[config.mk]
export PLATFORM = sky130hd
export DESIGN_NAME = mult_issue_ctrl
export DESIGN_NICKNAME = d
export VERILOG_FILES = /design/src/rtl/mult_issue_ctrl.sv
export SDC_FILE = /design/constraint.sdc
export NUM_CORES = 1
export LEC_CHECK = 0
export ABC_CLOCK_PERIOD_IN_PS = 6300
export CAP_MARGIN = 0
export CORE_ASPECT_RATIO = 2
export CORE_UTILIZATION = 57
export DETAILED_ROUTE_END_ITERATION = 7
export GPL_TIMING_DRIVEN = 1
export PLACE_DENSITY = 0.82
export SLEW_MARGIN = 25
export SYNTH_ARGS = -nofsm -noshare
export SYNTH_HDL_FRONTEND = slang
export SYNTH_SLANG_ARGS = --single-unit
[constraint.sdc]
create_clock -name clk -period 6.3 [get_ports clk]
set_input_delay 1.89 -clock clk [delete_from_list [all_inputs] [get_ports clk]]
set_output_delay 1.89 -clock clk [all_outputs]
set_load 0.05 [all_outputs]
[src/rtl/mult_issue_ctrl.sv]
// Issue controller for the 16x16 signed parity-protected multiplier.
// Optional: `define PARITY_INJECT_EN adds inj_a_perr/inj_b_perr parity-inversion inputs.
module mult_issue_ctrl #(
  parameter int DEPTH       = 4,
  parameter int TIMEOUT_CYC = 64
) (
  input  logic        clk,
  input  logic        rst,
  input  logic        in_valid,
  output logic        in_ready,
  input  logic [15:0] in_a,
  input  logic [15:0] in_b,
  output logic [15:0] arg_a,
  output logic        arg_a_parity,
  output logic [15:0] arg_b,
  output logic        arg_b_parity,
  output logic        req,
  input  logic        ack,
  input  logic [31:0] result,
  input  logic        result_parity,
  input  logic        result_rdy,
  input  logic        arg_parity_error,
`ifdef PARITY_INJECT_EN
  input  logic        inj_a_perr,
  input  logic        inj_b_perr,
`endif
  output logic        out_valid,
  input  logic        out_ready,
  output logic [31:0] out_result,
  output logic        out_arg_perr,
  output logic        out_res_perr,
  output logic        out_timeout
);

  localparam int AW = (DEPTH > 1) ? $clog2(DEPTH) : 1;
  localparam int TW = $clog2(TIMEOUT_CYC + 1);

  localparam logic [1:0] S_IDLE = 2'd0;
  localparam logic [1:0] S_REQ  = 2'd1;
  localparam logic [1:0] S_WAIT = 2'd2;
  localparam logic [1:0] S_OUT  = 2'd3;

  logic [15:0]   mem_a_q [DEPTH];
  logic [15:0]   mem_b_q [DEPTH];
  logic [AW-1:0] wptr_q, rptr_q;
  logic [AW:0]   cnt_q;
  logic          full, push, pop;

  logic [1:0]    state_q, state_d;
  logic          req_q, req_d;
  logic [TW-1:0] tmo_q, tmo_d;
  logic [15:0]   arg_a_q, arg_a_d;
  logic [15:0]   arg_b_q, arg_b_d;
  logic          par_a_q, par_a_d;
  logic          par_b_q, par_b_d;
  logic          ov_q, ov_d;
  logic [31:0]   res_q, res_d;
  logic          aperr_q, aperr_d;
  logic          rperr_q, rperr_d;
  logic          to_q, to_d;
  logic          inj_a, inj_b;
  logic          tmo_last;

`ifdef PARITY_INJECT_EN
  assign inj_a = inj_a_perr;
  assign inj_b = inj_b_perr;
`else
  assign inj_a = 1'b0;
  assign inj_b = 1'b0;
`endif

  // in_ready depends only on registered occupancy
  assign full     = (cnt_q == (AW+1)'(DEPTH));
  assign push     = in_valid && !full;
  assign pop      = (state_q == S_IDLE) && (cnt_q != '0);
  assign tmo_last = (tmo_q == TW'(TIMEOUT_CYC - 1));

  always_ff @(posedge clk) begin
    if (push) begin
      mem_a_q[wptr_q] <= in_a;
      mem_b_q[wptr_q] <= in_b;
    end
  end

  always_ff @(posedge clk or posedge rst) begin
    if (rst) begin
      wptr_q <= '0;
      rptr_q <= '0;
      cnt_q  <= '0;
    end else begin
      if (push) wptr_q <= wptr_q + 1'b1;
      if (pop)  rptr_q <= rptr_q + 1'b1;
      cnt_q <= cnt_q + (AW+1)'(push) - (AW+1)'(pop);
    end
  end

  always_comb begin
    state_d = state_q;
    req_d   = req_q;
    tmo_d   = tmo_q;
    arg_a_d = arg_a_q;
    arg_b_d = arg_b_q;
    par_a_d = par_a_q;
    par_b_d = par_b_q;
    ov_d    = ov_q;
    res_d   = res_q;
    aperr_d = aperr_q;
    rperr_d = rperr_q;
    to_d    = to_q;
    unique case (state_q)
      S_IDLE: begin
        if (pop) begin
          arg_a_d = mem_a_q[rptr_q];
          arg_b_d = mem_b_q[rptr_q];
          par_a_d = ^mem_a_q[rptr_q] ^ inj_a;
          par_b_d = ^mem_b_q[rptr_q] ^ inj_b;
          req_d   = 1'b1;
          tmo_d   = '0;
          state_d = S_REQ;
        end
      end
      S_REQ, S_WAIT: begin
        if (state_q == S_REQ && ack) begin
          req_d = 1'b0;
          tmo_d = '0;
          state_d = S_WAIT;
        end
        // result capture wins over both ack-only and timeout
        if ((state_q == S_REQ && ack && result_rdy) ||
            (state_q == S_WAIT && result_rdy)) begin
          res_d   = result;
          aperr_d = arg_parity_error;
          rperr_d = ^result ^ result_parity;
          to_d    = 1'b0;
          ov_d    = 1'b1;
          state_d = S_OUT;
        end else if (!(state_q == S_REQ && ack)) begin
          if (tmo_last) begin
            req_d   = 1'b0;
            res_d   = '0;
            aperr_d = 1'b0;
            rperr_d = 1'b0;
            to_d    = 1'b1;
            ov_d    = 1'b1;
            state_d = S_OUT;
          end else begin
            tmo_d = tmo_q + 1'b1;
          end
        end
      end
      S_OUT: begin
        if (out_ready) begin
          ov_d    = 1'b0;
          res_d   = '0;
          aperr_d = 1'b0;
          rperr_d = 1'b0;
          to_d    = 1'b0;
          state_d = S_IDLE;
        end
      end
      default: state_d = S_IDLE;
    endcase
  end

  always_ff @(posedge clk or posedge rst) begin
    if (rst) begin
      state_q <= S_IDLE;
      req_q   <= 1'b0;
      tmo_q   <= '0;
      arg_a_q <= '0;
      arg_b_q <= '0;
      par_a_q <= 1'b0;
      par_b_q <= 1'b0;
      ov_q    <= 1'b0;
      res_q   <= '0;
      aperr_q <= 1'b0;
      rperr_q <= 1'b0;
      to_q    <= 1'b0;
    end else begin
      state_q <= state_d;
      req_q   <= req_d;
      tmo_q   <= tmo_d;
      arg_a_q <= arg_a_d;
      arg_b_q <= arg_b_d;
      par_a_q <= par_a_d;
      par_b_q <= par_b_d;
      ov_q    <= ov_d;
      res_q   <= res_d;
      aperr_q <= aperr_d;
      rperr_q <= rperr_d;
      to_q    <= to_d;
    end
  end

  assign in_ready     = !full;
  assign arg_a        = arg_a_q;
  assign arg_b        = arg_b_q;
  assign arg_a_parity = par_a_q;
  assign arg_b_parity = par_b_q;
  assign req          = req_q;
  assign out_valid    = ov_q;
  assign out_result   = res_q;
  assign out_arg_perr = aperr_q;
  assign out_res_perr = rperr_q;
  assign out_timeout  = to_q;

endmodule
==> run summary <==
Status: complete, no violations
GP Congestion: 0.7881
Fmax: 261.8 MHz
Crit-path cells: nor2_1 > nand2_1 > clkdlybuf4s50_1
CP arrival: 1.93 ns
CTS sink cnt: 215
Total gr overflow: 0
Core area: 15210 um2
Hold_buf cts: 0
Final setup viols: 0
Vias in the first global route: 5686
Setup_tns: 0 ns
Power Total: 6.664 mW
DRC: 0
WP data required: 4.41 ns
Hold Crit Depth: 2
Chip width: 90.00 um
CP Class: flip-flop to output pin
Antenna diodes: 0
Vias per inst: 5.717
Distinct cells, synth: 43
Slew headroom: 41.89%
Clk_skew: 0.01100 ns
Clk Tree Root Cell: clkbuf_16
PwrDens: 601.7 nW/um2
Ys async rst share: 40.47%
Height of the die: 178.0 um
Predominant post-synthesis flop cell: edfxtp_1
Worst Hold Path EP: arg_b[6]$_DFFE_PP0P_
Top post-synthesis cells by count: edfxtp_1 (128), nand2_1 (109), dfrtp_1 (87)
Initial Util: 58.02%
Startpoint Class: flip-flop
Mapped Area: 8827 um2
PostCTS Resize Cnt: 0
Clk_lat worst skew: 0.48 ns
Area leader, netlist: edfxtp_1
Final Max Slew Viols: 0
Fin crit period: 3.820 ns
Worst setup EP type: output pin
Maximum fanout along the worst path: 6
RSZ-0062 raised after global routing: false
Slowest-stage cell, CP: clkdlybuf4s50_1
Syn-to-layout area delta: 25.47%
H-tree depth: 1
Top-area cell type share of the netlist area: 43.54%
Maxcap violations: 0
Antenna violations before repair: 0
IO Port Bufs: 143
Final period utilization: 60.63%
Via count: 5265
EDFF count, synth: 128
Max VDD drop: 0.4981 mV
Dpl cell area: 10460 um2
Total CTS buffers: 19
Worst flop-to-flop path endpoint: cnt_q[2]$_DFF_PP0_
Final core utilization: 72.80%
Boundary pin count: 144
HPWL Detailed: 12080 um
Hold slack: 0.4749 ns
Final Cell Area: 11080 um2
CTS tree: built
Syn Inst Count: 562
CP Buf/Inv Count: 1
Final hold vios: 0
Count leader, synth: edfxtp_1
Synth Net Count: 647
Avg WL per Cell: 19.73 um
R2r setup slk: 3.45 ns
Number of routed nets with antenna violations: 0
R2R depth: 10
Worst Hold Class: flip-flop to flip-flop
Setup bufs post-CTS: 0
Largest net degree at the start of global routing: 49
Die area: 16020 um2
Yosys warnings: 0
Worst setup margin: 2.480 ns
Sequential area share after synthesis: 68.21%
Top cells by area, synth: edfxtp_1 (44%), dfrtp_1 (25%), mux4_2 (7.1%)
Cells after DPL: 888
Reg-to-reg startpoint: state_q[0]$_DFFE_PP0P_
DR iter-0 viols: 348
Reg clk slew, reported paths: 0.07 ns
Leak Pwr: 4.300 nW
Hold path start: arg_b[6]$_DFFE_PP0P_
CP delay by family, top: buffers and inverters
Routed wire length: 18170 um
Layout cells sized above 1: 11.07%
Fin cells: 921
Crit path largest cell delay: 0.82 ns
Slew of the pin with the lowest slew margin: 0.8706 ns
DR pass1 iterations: 5
Yosys reg bits: 215
Final nets: 796
Post-place setup slack: 1.888 ns
Avg Cell Area, Syn: 15.71 um2
First-pass GRT wire length: 29660 um
Num rows: 64
Total GRT Usage: 23.96%
Clk buf depth: 3
Crit path from: cnt_q[0]$_DFF_PP0_
## worst reg2reg max path, stage by stage, from the launching register on
cell,delay (ns)
dfrtp_1,0.40
inv_1,0.11
ha_1,0.26
o31ai_4,0.08
clkinv_2,0.47
ha_1,0.50
inv_1,0.04
ha_1,0.19
fa_1,0.38
xnor2_1,0.20
xnor2_1,0.14
## placed cells by master (no fill, tap or decap), types with 3 or more instances in the layout
master / count
edfxtp_1: 128
o21ai_1: 3
and3_1: 4
bufinv_16: 3
dfrtp_1: 86
clkbuf_16: 19
nand2_1: 109
mux4_1: 4
xor2_1: 10
o21ai_0: 9
xnor2_1: 50
clkinv_2: 5
nor2_1: 8
nand3_1: 4
mux4_2: 28
a22o_1: 36
ha_1: 12
buf_4: 9
clkdlybuf4s50_1: 143
clkbuf_1: 3
xnor2_2: 8
inv_1: 8
## metal layers
layer  up-vias  global-route usage [%]  routed length [um]
met5         -                       0                   0
met4         0                   7.997                 415
met1      2662                   27.59                6693
met2       218                   44.94               10010
li1       2343                       -                   -
met3        42                   4.263                1047
## cell families after synthesis
group / after synthesis / synth area share [%]
flops: 215 / 68.21
simple gates: 136 / 6.308
xor+xnor: 69 / 7.682
compound gates: 62 / 5.400
buf+inv: 34 / 2.027
mux: 33 / 8.448
fa+ha+maj: 13 / 1.928
## power breakdown
| group | internal, mW | leakage [nW] | total, mW | switching, mW |
|---|---|---|---|---|
| Clock | 0.678 | 0.295 | 1.16 | 0.486 |
| Sequential | 1.94 | 2.28 | 2.14 | 0.191 |
| Combinational | 1.33 | 1.72 | 3.36 | 2.04 |
## state kept, by name, indices dropped and copies added (netlist names)
name / count
state_q: 2
arg_b: 16
req: 1
rptr_q: 2
out_valid: 1
out_result: 32
arg_a: 16
mem_b_q: 64
mem_a_q: 64
arg_a_parity: 1
arg_b_parity: 1
cnt_q: 3
out_arg_perr: 1
out_timeout: 1
wptr_q: 2
out_res_perr: 1
tmo_q: 7
## area by class of cell
class                      count  area, um2
clock inverter                11      132.6
inverter                      10      40.04
clock buffer                  22      486.7
tap                          198      247.7
multi-input combinational    313       2648
fill                         947       4139
timing repair buffer         152       1499
sequential                   215       6022
## how the worst max path moves through the flow
| stage | endpoint | slack (ns) | depth (start not counted) |
|---|---|---|---|
| after floorplan | arg_a[0]$_DFFE_PP0P_ | 2.16 | 1 |
| after global placement | out_arg_perr$_DFFE_PP0P_ | 2.05 | 6 |
| after detailed placement | out_arg_perr$_DFFE_PP0P_ | 1.89 | 6 |
| after CTS | out_result[17]$_DFFE_PP0P_ | 2.37 | 6 |
| after global routing | in_ready | 2.39 | 3 |
| final | in_ready | 2.48 | 3 |
Power figures use the tool's default switching activity.
